`src/rtl/bpu_sram_pkg.sv`:
```
// rtl/bpu_sram_pkg.sv - shared state type and default geometry for the BPU table SRAM port
package bpu_sram_pkg;

    localparam int BPU_SRAM_DEPTH        = 128;
    localparam int BPU_SRAM_ADDR_W       = 7;
    localparam int BPU_SRAM_DATA_W       = 53;
    localparam int BPU_SRAM_STARVE_LIMIT = 4;

    typedef enum logic {
        ST_CLEAR = 1'b0,
        ST_IDLE  = 1'b1
    } port_state_t;

endpackage

```
`src/rtl/bpu_sram_port_ctrl.sv`:
```
// rtl/bpu_sram_port_ctrl.sv - zero-fill, write-priority arbitration and read return for one single-port BPU SRAM
module bpu_sram_port_ctrl
    import bpu_sram_pkg::*;
#(
    parameter int DEPTH        = BPU_SRAM_DEPTH,
    parameter int ADDR_W       = BPU_SRAM_ADDR_W,
    parameter int DATA_W       = BPU_SRAM_DATA_W,
    parameter int STARVE_LIMIT = BPU_SRAM_STARVE_LIMIT
) (
    input  logic              clock,
    input  logic              reset,
    input  logic              r_req_valid,
    output logic              r_req_ready,
    input  logic [ADDR_W-1:0] r_req_addr,
    output logic              r_resp_valid,
    output logic [DATA_W-1:0] r_resp_data,
    input  logic              w_req_valid,
    output logic              w_req_ready,
    input  logic [ADDR_W-1:0] w_req_addr,
    input  logic [DATA_W-1:0] w_req_data,
    output logic              init_done,
    output logic              RW0_clk,
    output logic [ADDR_W-1:0] RW0_addr,
    output logic              RW0_en,
    output logic              RW0_wmode,
    output logic [DATA_W-1:0] RW0_wdata,
    input  logic [DATA_W-1:0] RW0_rdata
);

    localparam int CLR_W    = ADDR_W + 1;
    localparam int STARVE_W = $clog2(STARVE_LIMIT + 1);

    port_state_t         state_q, state_d;
    logic [CLR_W-1:0]    clr_cnt_q, clr_cnt_d;
    logic [STARVE_W-1:0] starve_cnt_q, starve_cnt_d;
    logic                init_done_q;
    logic                rd_pend_q;
    logic [DATA_W-1:0]   hold_q;
    logic [ADDR_W-1:0]   addr_q;
    logic [DATA_W-1:0]   wdata_q;
    logic                forced;
    logic                r_grant;
    logic                w_grant;

    assign RW0_clk      = clock;
    assign init_done    = init_done_q;
    assign r_resp_valid = rd_pend_q;
    // The macro output is only meaningful the cycle after a read; otherwise show the last captured word.
    assign r_resp_data  = rd_pend_q ? RW0_rdata : hold_q;

    // Next-state, arbitration and macro drive; address/data idle at their last values to avoid toggling.
    always_comb begin
        state_d      = state_q;
        clr_cnt_d    = clr_cnt_q;
        starve_cnt_d = starve_cnt_q;
        r_req_ready  = 1'b0;
        w_req_ready  = 1'b0;
        r_grant      = 1'b0;
        w_grant      = 1'b0;
        forced       = 1'b0;
        RW0_en       = 1'b0;
        RW0_wmode    = 1'b0;
        RW0_addr     = addr_q;
        RW0_wdata    = wdata_q;
        case (state_q)
            ST_CLEAR: begin
                RW0_en    = 1'b1;
                RW0_wmode = 1'b1;
                RW0_addr  = clr_cnt_q[ADDR_W-1:0];
                RW0_wdata = '0;
                clr_cnt_d = clr_cnt_q + CLR_W'(1);
                if (clr_cnt_q == CLR_W'(DEPTH - 1)) begin
                    state_d = ST_IDLE;
                end
            end
            ST_IDLE: begin
                forced = (starve_cnt_q == STARVE_W'(STARVE_LIMIT));
                if (forced) begin
                    r_req_ready = 1'b1;
                    w_req_ready = 1'b0;
                end else begin
                    w_req_ready = 1'b1;
                    r_req_ready = !w_req_valid;
                end
                r_grant = r_req_valid && r_req_ready;
                w_grant = w_req_valid && w_req_ready;
                if (w_grant) begin
                    RW0_en    = 1'b1;
                    RW0_wmode = 1'b1;
                    RW0_addr  = w_req_addr;
                    RW0_wdata = w_req_data;
                end else if (r_grant) begin
                    RW0_en    = 1'b1;
                    RW0_wmode = 1'b0;
                    RW0_addr  = r_req_addr;
                end
                if (!r_req_valid || r_grant) begin
                    starve_cnt_d = '0;
                end else if (w_req_valid && (starve_cnt_q != STARVE_W'(STARVE_LIMIT))) begin
                    starve_cnt_d = starve_cnt_q + STARVE_W'(1);
                end
            end
            default: begin
                state_d = ST_CLEAR;
            end
        endcase
    end

    // State, counters, in-flight read flag, held response and last macro address/data.
    always_ff @(posedge clock) begin
        if (reset) begin
            state_q      <= ST_CLEAR;
            clr_cnt_q    <= '0;
            starve_cnt_q <= '0;
            init_done_q  <= 1'b0;
            rd_pend_q    <= 1'b0;
            hold_q       <= '0;
            addr_q       <= '0;
            wdata_q      <= '0;
        end else begin
            state_q      <= state_d;
            clr_cnt_q    <= clr_cnt_d;
            starve_cnt_q <= starve_cnt_d;
            init_done_q  <= (state_d == ST_IDLE);
            rd_pend_q    <= r_grant;
            if (rd_pend_q) begin
                hold_q <= RW0_rdata;
            end
            if (RW0_en) begin
                addr_q  <= RW0_addr;
                wdata_q <= RW0_wdata;
            end
        end
    end

endmodule
```
`config.mk`:
```
export PLATFORM = sky130hd
export DESIGN_NAME = bpu_sram_port_ctrl
export DESIGN_NICKNAME = d
export VERILOG_FILES = /design/src/rtl/bpu_sram_pkg.sv /design/src/rtl/bpu_sram_port_ctrl.sv
export SDC_FILE = /design/constraint.sdc
export NUM_CORES = 1
export LEC_CHECK = 0
export ABC_CLOCK_PERIOD_IN_PS = 1910
export BUFFER_PORTS_ARGS = -buffer_cell sky130_fd_sc_hd__buf_2
export CORE_UTILIZATION = 47
export CTS_CLUSTER_SIZE = 20
export DETAILED_ROUTE_END_ITERATION = 7
export HOLD_SLACK_MARGIN = 0.12
export PLACE_DENSITY = 0.8
export SETUP_SLACK_MARGIN = 0.02
export SYNTH_ARGS = -nofsm -noshare
export SYNTH_HDL_FRONTEND = slang
export SYNTH_SLANG_ARGS = --single-unit
```
`constraint.sdc`:
```
create_clock -name clock -period 1.91 [get_ports clock]
set_clock_uncertainty 0.05 [all_clocks]
set_input_delay 0.2865 -clock clock [delete_from_list [all_inputs] [get_ports clock]]
set_output_delay 0.2865 -clock clock [all_outputs]
set_load 0.1 [all_outputs]
```
==> results of run 1 <==
-- kinds of logic after synthesis --
logic type | Yosys count | synth area share, %
AO/OA/AOI/OAI | 24 | 3.70
multiplexers | 115 | 23.1
flip-flops | 126 | 47.5
buffers and inverters | 44 | 5.28
AND/OR/NAND/NOR | 211 | 19.0
adder cells (fa/ha/maj) | 3 | 0.707
XOR/XNOR | 4 | 0.660
-- per-stage QoR --
stage | utilization, % | instance area (µm²) | setup TNS [ns] | worst slack [ns] | hold WS, ns
global placement | 84.8 | 9270 | -3.10 | -0.120 | 0.440
floorplan | - | 6600 | -1.69 | -0.113 | 0.407
detailed placement | 84.8 | 9270 | -4.66 | -0.168 | 0.471
==> impl_results.html, run 1 <==
<table>
<tr><th>Metric</th><th>Value</th></tr>
<tr><th colspan="2">Run status</th></tr>
<tr><td>Error that stopped the run</td><td>[ERROR DPL-0038] Utilization greater than 100%, impossible to legalize</td></tr>
<tr><td>Halt Stage</td><td>clock tree synthesis (4_1_cts)</td></tr>
<tr><td>Run status</td><td>did not finish</td></tr>
<tr><th colspan="2">Synthesis</th></tr>
<tr><td>Cell Area, Synth</td><td>~5300 µm²</td></tr>
<tr><td>Yosys top cell by area</td><td>dfxtp_1</td></tr>
<tr><td>Syn Nets</td><td>approximately 650</td></tr>
<tr><td>Share of flip-flops with an asynchronous set or reset after synthesis</td><td>0%</td></tr>
<tr><td>Number of distinct library cells after synthesis</td><td>35</td></tr>
<tr><td>Synth Register Bits</td><td>roughly 130</td></tr>
<tr><td>Synth area leaders</td><td>dfxtp_1, mux2_2, mux2i_1</td></tr>
<tr><td>Ys flop type</td><td>dfxtp_1</td></tr>
<tr><td>Post-Syn Area per Cell</td><td>10.1 µm²</td></tr>
<tr><td>Portion of the post-synthesis area used by sequential elements</td><td>47.5%</td></tr>
<tr><td>Top cells by count, synth</td><td>dfxtp_1, nor2_1, mux2_2</td></tr>
<tr><td>Synth Warn #</td><td>0</td></tr>
<tr><td>Number of enable flip-flop cells after synthesis</td><td>0</td></tr>
<tr><td>Most frequently used cell type in the post-synthesis netlist</td><td>dfxtp_1</td></tr>
<tr><td>Top-area cell type share of the netlist area</td><td>47.5%</td></tr>
<tr><td>Instance count of the mapped netlist</td><td>between 500 and 600</td></tr>
<tr><th colspan="2">Floorplanning</th></tr>
<tr><td>Height of the chip</td><td>between 100 and 150 µm</td></tr>
<tr><td>Initial core utilization</td><td>approximately 49%</td></tr>
<tr><td>I/O Pins</td><td>244</td></tr>
<tr><td>Chip width</td><td>between 100 and 150 µm</td></tr>
<tr><td>Row count</td><td>38</td></tr>
<tr><th colspan="2">Clock network</th></tr>
<tr><td>Quantity of gates resized following cts</td><td>220</td></tr>
<tr><td>Postcts setup bufs</td><td>32</td></tr>
<tr><td>CTS Hold Bufs</td><td>54</td></tr>
<tr><th colspan="2">Placed design</th></tr>
<tr><td>Final weighted congestion of routability-driven global placement</td><td>0.763</td></tr>
<tr><td>Total half-perimeter wirelength after legalization and detailed placement</td><td>about 13000 µm</td></tr>
<tr><td>Port Buffers</td><td>about 240</td></tr>
<tr><td>Count of placed standard cells including taps</td><td>around 930</td></tr>
</table>
==> run 2: changes to the inputs <==
Settings changed: CORE_UTILIZATION 47 to 40, CTS_CLUSTER_SIZE 20 to unset, HOLD_SLACK_MARGIN 0.12 to unset, PLACE_DENSITY 0.8 to unset, PLACE_DENSITY_LB_ADDON set to 0.15, SETUP_SLACK_MARGIN 0.02 to unset.
==> run 2 against run 1 <==
  * The flow now finishes, with violations (negative setup slack)
  * Synthesized area did not move
  * Synthesized cell count did not move
==> impl_results.html, run 2 <==
<table>
<tr><th>Metric</th><th>Value</th></tr>
<tr><th colspan="2">Run status</th></tr>
<tr><td>Run status</td><td>complete, but fails checks (was did not finish)</td></tr>
<tr><td>Violated checks</td><td>negative setup slack</td></tr>
<tr><th colspan="2">Route</th></tr>
<tr><td>Detailed Routing Iterations Pass 1</td><td>5</td></tr>
<tr><td>Via count</td><td>5290</td></tr>
<tr><td>Drt initial violations</td><td>approximately 290</td></tr>
<tr><td>Average routed wire per standard cell</td><td>roughly 21 µm</td></tr>
<tr><td>Count of antenna-violating nets left after detailed routing</td><td>0</td></tr>
<tr><td>Detailed-route vias per instance</td><td>~5</td></tr>
<tr><td>Post-Route WL</td><td>~22000 µm</td></tr>
<tr><td>Detailed-route DRC error count</td><td>0</td></tr>
<tr><th colspan="2">Floorplanning</th></tr>
<tr><td>Core area</td><td>~13000 µm²</td></tr>
<tr><td>Row count</td><td>41 (was 38)</td></tr>
<tr><td>Height of the chip</td><td>117 µm (was 108 µm)</td></tr>
<tr><td>Chip width</td><td>117 µm (was 108 µm)</td></tr>
<tr><td>Initial core utilization</td><td>41.6% (was 48.5%)</td></tr>
<tr><td>I/O Pins</td><td>244 (unchanged)</td></tr>
<tr><td>DIE AREA</td><td>13700 µm²</td></tr>
<tr><th colspan="2">Synthesis</th></tr>
<tr><td>Yosys top cell by area</td><td>dfxtp_1 (unchanged)</td></tr>
<tr><td>Synth Warn #</td><td>0 (unchanged)</td></tr>
<tr><td>Most frequently used cell type in the post-synthesis netlist</td><td>dfxtp_1 (unchanged)</td></tr>
<tr><td>Share of flip-flops with an asynchronous set or reset after synthesis</td><td>0% (unchanged)</td></tr>
<tr><td>Post-Syn Area per Cell</td><td>10.1 µm² (unchanged)</td></tr>
<tr><td>Instance count of the mapped netlist</td><td>527 (unchanged)</td></tr>
<tr><td>Cell Area, Synth</td><td>5310 µm² (unchanged)</td></tr>
<tr><td>Top-area cell type share of the netlist area</td><td>47.5% (unchanged)</td></tr>
<tr><td>Synth Register Bits</td><td>126 (unchanged)</td></tr>
<tr><td>Number of distinct library cells after synthesis</td><td>35 (unchanged)</td></tr>
<tr><td>Syn Nets</td><td>654 (unchanged)</td></tr>
<tr><td>Top cells by count, synth</td><td>dfxtp_1, nor2_1, mux2_2 (unchanged)</td></tr>
<tr><td>Synth area leaders</td><td>dfxtp_1, mux2_2, mux2i_1 (unchanged)</td></tr>
<tr><td>Portion of the post-synthesis area used by sequential elements</td><td>47.5% (unchanged)</td></tr>
<tr><td>Number of enable flip-flop cells after synthesis</td><td>0 (unchanged)</td></tr>
<tr><td>Ys flop type</td><td>dfxtp_1 (unchanged)</td></tr>
<tr><th colspan="2">Worst hold path</th></tr>
<tr><td>Hold/Removal Path Class</td><td>input pin to flop</td></tr>
<tr><th colspan="2">Global route</th></tr>
<tr><td>Initial antenna violation count</td><td>1</td></tr>
<tr><td>Pin count of the biggest net entering global routing</td><td>54</td></tr>
<tr><td>First-pass GRT wire length</td><td>between 30000 and 40000 µm</td></tr>
<tr><td>Combined global-route utilization of all metal layers</td><td>between 20% and 30%</td></tr>
<tr><td>Vias in the first global route</td><td>between 5000 and 6000</td></tr>
<tr><td>Total grt overflow</td><td>0</td></tr>
<tr><th colspan="2">Power and ir drop</th></tr>
<tr><td>Power spent charging and discharging nets</td><td>~1.8 mW</td></tr>
<tr><td>Internal power contribution</td><td>about 5.3 mW</td></tr>
<tr><td>Clock network fraction of design power</td><td>51.5%</td></tr>
<tr><td>Portion of total power attributed to combinational logic</td><td>between 10% and 20%</td></tr>
<tr><td>Overall power of the completed layout</td><td>~7.1 mW</td></tr>
<tr><td>Lkg Pwr</td><td>between 4 and 5 nW</td></tr>
<tr><td>Switching power share of the total</td><td>25.0%</td></tr>
<tr><td>Sequential cell fraction of total power</td><td>a little under two fifths</td></tr>
<tr><td>Worst IR drop on VDD</td><td>just over 0.7 mV</td></tr>
<tr><td>Total power divided by cell area</td><td>626 nW/µm²</td></tr>
<tr><th colspan="2">Clock network</th></tr>
<tr><td>Clock latency on the worst-skew pair</td><td>about 0.53 ns</td></tr>
<tr><td>TritonCTS clock tree</td><td>done</td></tr>
<tr><td>Clock-pin slew of the registers on the worst-case setup and hold paths</td><td>0.05 ns</td></tr>
<tr><th colspan="2">STA</th></tr>
<tr><td>PnR worst setup slack</td><td>-0.670 ns</td></tr>
<tr><td>Final Critical Period</td><td>around 2.6 ns</td></tr>
<tr><td>Number of hold violations in the final report</td><td>0</td></tr>
<tr><td>Transition at the pin with the smallest max-transition slack</td><td>0.486 ns</td></tr>
<tr><td>Final worst-path cycle share</td><td>135%</td></tr>
<tr><td>Setup repair after global routing missed its margin</td><td>yes</td></tr>
<tr><td>Slew Limit Fails</td><td>0</td></tr>
<tr><td>Max-slew headroom</td><td>between 60% and 70%</td></tr>
<tr><td>Final count of negative-setup-slack endpoints</td><td>120</td></tr>
<tr><td>Maximum clock rate</td><td>~0.39 GHz</td></tr>
<tr><th colspan="2">Placed design</th></tr>
<tr><td>Total half-perimeter wirelength after legalization and detailed placement</td><td>11300 µm (was 12800 µm)</td></tr>
<tr><td>Final weighted congestion of routability-driven global placement</td><td>0.793 (was 0.763)</td></tr>
<tr><td>Port Buffers</td><td>243 (unchanged)</td></tr>
<tr><td>Count of placed standard cells including taps</td><td>951 (was 926)</td></tr>
<tr><th colspan="2">Setup path</th></tr>
<tr><td>Worst setup EP type</td><td>primary output</td></tr>
<tr><td>Startpoint kind of the worst setup timing path</td><td>flop</td></tr>
<tr><td>Required time reported for the critical path endpoint</td><td>1.57 ns</td></tr>
<tr><td>Worst setup path class</td><td>flop to primary output</td></tr>
<tr><td>Largest driver fanout on the critical path</td><td>12</td></tr>
<tr><td>Arrival time at the worst endpoint</td><td>2.24 ns</td></tr>
<tr><th colspan="2">Layout</th></tr>
<tr><td>Number of nets in the layout</td><td>slightly below 1000</td></tr>
<tr><td>Synthesis-to-finish area growth</td><td>112%</td></tr>
<tr><td>Largest registers ranked by flip-flop count</td><td>hold_q: 53 flops, wdata_q: 53 flops, clr_cnt_q: 8 flops</td></tr>
<tr><td>Ratio of cells with drive above 1 in the final layout</td><td>roughly 66%</td></tr>
<tr><td>Top library cells by usage in the layout, fill and taps aside</td><td>buf_12, buf_2, dfxtp_1</td></tr>
<tr><td>Number of standard cells in the final layout excluding fillers</td><td>between 1000 and 1500</td></tr>
<tr><td>Most common cell after layout, fill and taps aside</td><td>buf_12</td></tr>
<tr><th colspan="2">Run</th></tr>
<tr><td>MaxCap Viol Count</td><td>0</td></tr>
</table>
[run 2: cell counts after synthesis]
Identical to the previous run, type by type.
[run 2: layout make-up]
class | count | area, µm²
Timing Repair Buffer | 346 | 4060
Multi-Input combinational cell | 357 | 3800
Sequential cell | 126 | 2530
Fill cell | 490 | 1500
Clock buffer | 27 | 548
Tap cell | 172 | 215
Clock inverter | 8 | 90.1
Inverter | 5 | 27.5
Antenna cell | 1 | 2.50
[run 2: logic make-up after synthesis]
group	count (synthesis)	share of synthesized area [%]
compound gates	24	3.70
flops	126	47.5
xor+xnor	4	0.660
mux	115	23.1
fa+ha+maj	3	0.707
simple gates	211	19.0
buf+inv	44	5.28
[run 2: worst max-delay path: stages (launching register included)]
cell and delay [ns]:
dfxtp_2 0.34, inv_2 0.05, ha_4 0.16, a21boi_4 0.20
buf_12 0.16, buf_16 0.18, buf_6 0.12, mux2i_4 0.26
nor2_4 0.07, buf_12 0.16
[run 2: per-stage QoR]
| stage | setup slack (ns) | instance area (µm²) | TNS, ns | utilization [%] | hold slack, ns |
|---|---|---|---|---|---|
| 2_1_floorplan | -0.113 | 6370 | -1.04 | - | 0.407 |
| 3_3_place_gp | -0.115 | 9150 | -2.72 | 71.6 | 0.447 |
| 3_5_place_dp | -0.163 | 9150 | -4.25 | 71.6 | 0.463 |
| 4_1_cts | -0.623 | 11100 | -42.52 | 86.6 | 0.00137 |
| 5_1_grt | -0.738 | 11300 | -49.40 | 88.3 | 0.0144 |
| 6_report | -0.670 | 11300 | -43.26 | 88.3 | 0.0162 |
[run 2: timing repair]
action / CTS / global route
hold endpoints to repair: 3 / 0
cloned: 6 / 1
resized for setup: 199 / 27
pin swaps: 2 / 29
setup endpoints to repair: 113 / 119
hold buffers: 3 / 0
setup buffers: 24 / 30
[run 2: power by group through the flow]
stage | Clock [mW] | Combinational (mW) | Sequential (mW)
floorplan | 0.198 | 0.331 | 2.70
global placement | 0.184 | 0.560 | 2.70
detailed placement | 0.184 | 0.575 | 2.70
CTS | 3.63 | 0.690 | 2.64
global route | 3.81 | 0.804 | 2.64
finish | 3.64 | 0.775 | 2.65
[run 2: path summary, 6_finish.rpt]
path / cells past startpoint / to / start / slack [ns]
worst min register to register: 2 / clr_cnt_q[5] / clr_cnt_q[5] / 0.47
worst min-delay path: 3 / wdata_q[51] / w_req_data[51] / 0.02
worst max register to register: 10 / wdata_q[35] / starve_cnt_q[0] / -0.06
worst max-delay path: 9 / RW0_wdata[45] / starve_cnt_q[0] / -0.67
[run 2: per-layer routing]
| layer | share of wire [%] | track usage [%] | up-vias | wire (µm) |
|---|---|---|---|---|
| met4 | 4.3 | 17.0 | 0 | 931 |
| li1 | - | - | 2417 | - |
| met5 | 0 | 0 | - | 0 |
| met3 | 7.6 | 10.7 | 71 | 1660 |
| met1 | 35 | 29.1 | 2540 | 7600 |
| met2 | 53 | 54.7 | 262 | 11600 |
(Power assumes the default switching activity.)
==> run 3: changes to the inputs <==
Settings changed: BUFFER_PORTS_ARGS -buffer_cell sky130_fd_sc_hd__buf_2 to -buffer_cell sky130_fd_sc_hd__buf_4, PLACE_DENSITY set to 0.68, PLACE_DENSITY_LB_ADDON 0.15 to unset.
==> run 3 against run 2 <==
  * The run still ends with negative setup slack left
  * Critical path depth is the same
  * Sequential power is essentially flat
  * Via count grew 0.19%
  * Flip-flop and latch count is the same
  * Register-to-register slack gained 0.15 ns
  * Total power grew 1.5%
  * Largest cell class unchanged
  * Largest power group unchanged
==> impl_results.html, run 3 (synthesized netlist as in run 2, its figures left out) <==
<table>
<tr><th>Metric</th><th>Value</th></tr>
<tr><th colspan="2">Run status</th></tr>
<tr><td>Run status</td><td>complete, but fails checks (unchanged)</td></tr>
<tr><td>Violated checks</td><td>negative setup slack (unchanged)</td></tr>
<tr><th colspan="2">Route</th></tr>
<tr><td>Drt initial violations</td><td>231 (was 285)</td></tr>
<tr><td>Average routed wire per standard cell</td><td>21.8 µm (was 20.9 µm)</td></tr>
<tr><td>Post-Route WL</td><td>22800 µm (was 21800 µm)</td></tr>
<tr><td>Via count</td><td>5300 (was 5290)</td></tr>
<tr><td>Detailed-route DRC error count</td><td>0 (unchanged)</td></tr>
<tr><td>Count of antenna-violating nets left after detailed routing</td><td>0 (unchanged)</td></tr>
<tr><td>Detailed-route vias per instance</td><td>5.08 (about the same)</td></tr>
<tr><td>Detailed Routing Iterations Pass 1</td><td>4 (was 5)</td></tr>
<tr><th colspan="2">Setup path</th></tr>
<tr><td>Arrival time at the worst endpoint</td><td>2.17 ns (was 2.24 ns)</td></tr>
<tr><td>Largest driver fanout on the critical path</td><td>15 (was 12)</td></tr>
<tr><td>Required time reported for the critical path endpoint</td><td>1.57 ns (about the same)</td></tr>
<tr><td>Worst setup path class</td><td>flop to primary output (unchanged)</td></tr>
<tr><td>Startpoint kind of the worst setup timing path</td><td>flop (unchanged)</td></tr>
<tr><td>Worst setup EP type</td><td>primary output (unchanged)</td></tr>
<tr><th colspan="2">Floorplanning</th></tr>
<tr><td>Chip width</td><td>117 µm (unchanged)</td></tr>
<tr><td>DIE AREA</td><td>13700 µm² (unchanged)</td></tr>
<tr><td>Height of the chip</td><td>117 µm (unchanged)</td></tr>
<tr><td>Row count</td><td>41 (unchanged)</td></tr>
<tr><td>Initial core utilization</td><td>41.6% (unchanged)</td></tr>
<tr><td>Core area</td><td>12800 µm² (unchanged)</td></tr>
<tr><td>I/O Pins</td><td>244 (unchanged)</td></tr>
<tr><th colspan="2">STA</th></tr>
<tr><td>Maximum clock rate</td><td>0.399 GHz (was 0.388 GHz)</td></tr>
<tr><td>Number of hold violations in the final report</td><td>0 (unchanged)</td></tr>
<tr><td>Final Critical Period</td><td>2.51 ns (was 2.58 ns)</td></tr>
<tr><td>Final worst-path cycle share</td><td>131% (was 135%)</td></tr>
<tr><td>Setup repair after global routing missed its margin</td><td>yes (unchanged)</td></tr>
<tr><td>Max-slew headroom</td><td>75.5% (was 67.8%)</td></tr>
<tr><td>Final-layout worst hold slack</td><td>0.0251 ns (was 0.0162 ns)</td></tr>
<tr><td>Transition at the pin with the smallest max-transition slack</td><td>0.368 ns (was 0.486 ns)</td></tr>
<tr><td>Final count of negative-setup-slack endpoints</td><td>116 (was 120)</td></tr>
<tr><td>Slew Limit Fails</td><td>0 (unchanged)</td></tr>
<tr><td>PnR worst setup slack</td><td>-0.597 ns (was -0.670 ns)</td></tr>
<tr><td>Setup total negative slack</td><td>-43.73 ns (was -43.26 ns)</td></tr>
<tr><th colspan="2">Layout</th></tr>
<tr><td>Most common cell after layout, fill and taps aside</td><td>buf_4 (was buf_12)</td></tr>
<tr><td>Ratio of cells with drive above 1 in the final layout</td><td>63.2% (was 65.6%)</td></tr>
<tr><td>Diode count</td><td>0 (was 1)</td></tr>
<tr><td>Fin util</td><td>91.3% (was 88.3%)</td></tr>
<tr><td>Number of nets in the layout</td><td>986 (was 984)</td></tr>
<tr><td>Largest registers ranked by flip-flop count</td><td>hold_q: 53 flops, wdata_q: 53 flops, clr_cnt_q: 8 flops (unchanged)</td></tr>
<tr><td>Post-route cell area</td><td>11700 µm² (was 11300 µm²)</td></tr>
<tr><td>Top library cells by usage in the layout, fill and taps aside</td><td>buf_4, buf_12, dfxtp_1 (was buf_12, buf_2, dfxtp_1)</td></tr>
<tr><td>Synthesis-to-finish area growth</td><td>120% (was 112%)</td></tr>
<tr><th colspan="2">Placed design</th></tr>
<tr><td>Standard cell area after detailed placement</td><td>8590 µm² (was 9150 µm²)</td></tr>
<tr><td>Final weighted congestion of routability-driven global placement</td><td>0.700 (was 0.793)</td></tr>
<tr><td>Port Buffers</td><td>243 (unchanged)</td></tr>
<tr><td>Total half-perimeter wirelength after legalization and detailed placement</td><td>10700 µm (was 11300 µm)</td></tr>
<tr><th colspan="2">Global route</th></tr>
<tr><td>Combined global-route utilization of all metal layers</td><td>30.8% (was 29.9%)</td></tr>
<tr><td>Initial antenna violation count</td><td>0 (was 1)</td></tr>
<tr><td>Vias in the first global route</td><td>5891 (was 5680)</td></tr>
<tr><td>First-pass GRT wire length</td><td>31000 µm (was 30000 µm)</td></tr>
<tr><td>Pin count of the biggest net entering global routing</td><td>54 (unchanged)</td></tr>
<tr><td>Total grt overflow</td><td>0 (unchanged)</td></tr>
<tr><th colspan="2">Power and ir drop</th></tr>
<tr><td>Internal power contribution</td><td>5.39 mW (was 5.29 mW)</td></tr>
<tr><td>Worst IR drop on VDD</td><td>1.01 mV (was 0.718 mV)</td></tr>
<tr><td>Switching power share of the total</td><td>24.7% (was 25.0%)</td></tr>
<tr><td>Clock network fraction of design power</td><td>51.4% (was 51.5%)</td></tr>
<tr><td>Power spent charging and discharging nets</td><td>1.77 mW (about the same)</td></tr>
<tr><td>Sequential cell fraction of total power</td><td>37.0% (was 37.5%)</td></tr>
<tr><td>Portion of total power attributed to combinational logic</td><td>11.7% (was 11.0%)</td></tr>
<tr><td>Lkg Pwr</td><td>4.62 nW (was 4.47 nW)</td></tr>
<tr><td>Total power divided by cell area</td><td>614 nW/µm² (was 626 nW/µm²)</td></tr>
<tr><th colspan="2">Run</th></tr>
<tr><td>MaxCap Viol Count</td><td>0 (unchanged)</td></tr>
<tr><th colspan="2">Clock network</th></tr>
<tr><td>Clock-pin slew of the registers on the worst-case setup and hold paths</td><td>0.05 ns (about the same)</td></tr>
<tr><td>TritonCTS clock tree</td><td>done (unchanged)</td></tr>
<tr><td>Clock latency on the worst-skew pair</td><td>0.53 ns (about the same)</td></tr>
<tr><th colspan="2">Worst hold path</th></tr>
<tr><td>Hold/Removal Path Class</td><td>input pin to flop (unchanged)</td></tr>
</table>
[run 3: cell count changes in the layout (fill, tap and decap cells not counted), sizes merged]
| cell | before | now |
|---|---|---|
| bufinv | 2 | 1 |
| clkinv | 6 | 5 |
| diode | 1 | 0 |
| dlygate4sd3 | 3 | 22 |
| buf | 343 | 325 |
| clkbuf | 27 | 31 |
[run 3: power groups by stage]
stage | Combinational [mW] | Sequential (mW) | Clock [mW]
floorplan | 0.331 | 2.70 | 0.198
global placement | 0.615 | 2.70 | 0.198
detailed placement | 0.629 | 2.70 | 0.198
CTS | 0.768 | 2.64 | 3.68
global route | 0.865 | 2.64 | 3.85
finish | 0.834 | 2.65 | 3.68
[run 3: area by class of cell]
type / instances / area [µm²]
Clock buffer: 30 / 602
Fill cell: 443 / 1110
Inverter: 5 / 27.5
Multi-Input combinational cell: 357 / 3810
Sequential cell: 126 / 2530
Clock inverter: 6 / 55.1
Timing Repair Buffer: 348 / 4420
Tap cell: 172 / 215
[run 3: path summary, 6_finish.rpt]
| path | from | to | slack, ns | depth (start not counted) |
|---|---|---|---|---|
| setup / recovery | starve_cnt_q[1] | RW0_wdata[5] | -0.60 | 9 |
| hold / removal | reset | starve_cnt_q[1] | 0.03 | 2 |
| setup reg to reg | starve_cnt_q[1] | wdata_q[48] | 0.09 | 10 |
| hold reg to reg | clr_cnt_q[5] | clr_cnt_q[5] | 0.47 | 2 |
[run 3: through the flow]
step / setup WS [ns] / total power, mW / std cells
global route: -0.709 / 7.36 / 1044
finish: -0.597 / 7.16 / 1044
detailed placement: -0.114 / 3.53 / 953
CTS: -0.637 / 7.09 / 1032
global placement: -0.0435 / 3.51 / 953
floorplan: -0.113 / 3.23 / 527
[run 3: what timing repair did]
| action | in CTS | in global routing |
|---|---|---|
| buffers inserted | 19 | 15 |
| endpoints found under the setup margin | 118 | 119 |
| pin swaps | 5 | 3 |
| resized for setup | 380 | 29 |
| hold buffers | 22 | 0 |
| hold endpoints to repair | 22 | 0 |
| cloned | 3 | 2 |
[run 3: metal layers]
| metal | routed length, µm | up-vias | track usage (%) |
|---|---|---|---|
| li1 | - | 2410 | - |
| met1 | 8190 | 2566 | 30.6 |
| met2 | 12100 | 259 | 56.1 |
| met3 | 1780 | 65 | 11.5 |
| met4 | 725 | 0 | 15.7 |
| met5 | 0 | - | 0 |
[run 3: worst max-delay path, cell delays in order, from the launching register on]
cell	delay (ns)
dfxtp_2	0.33
inv_2	0.04
ha_4	0.16
a21boi_4	0.16
buf_12	0.20
buf_12	0.16
mux2i_1	0.22
buf_4	0.15
nor2_4	0.04
buf_12	0.16
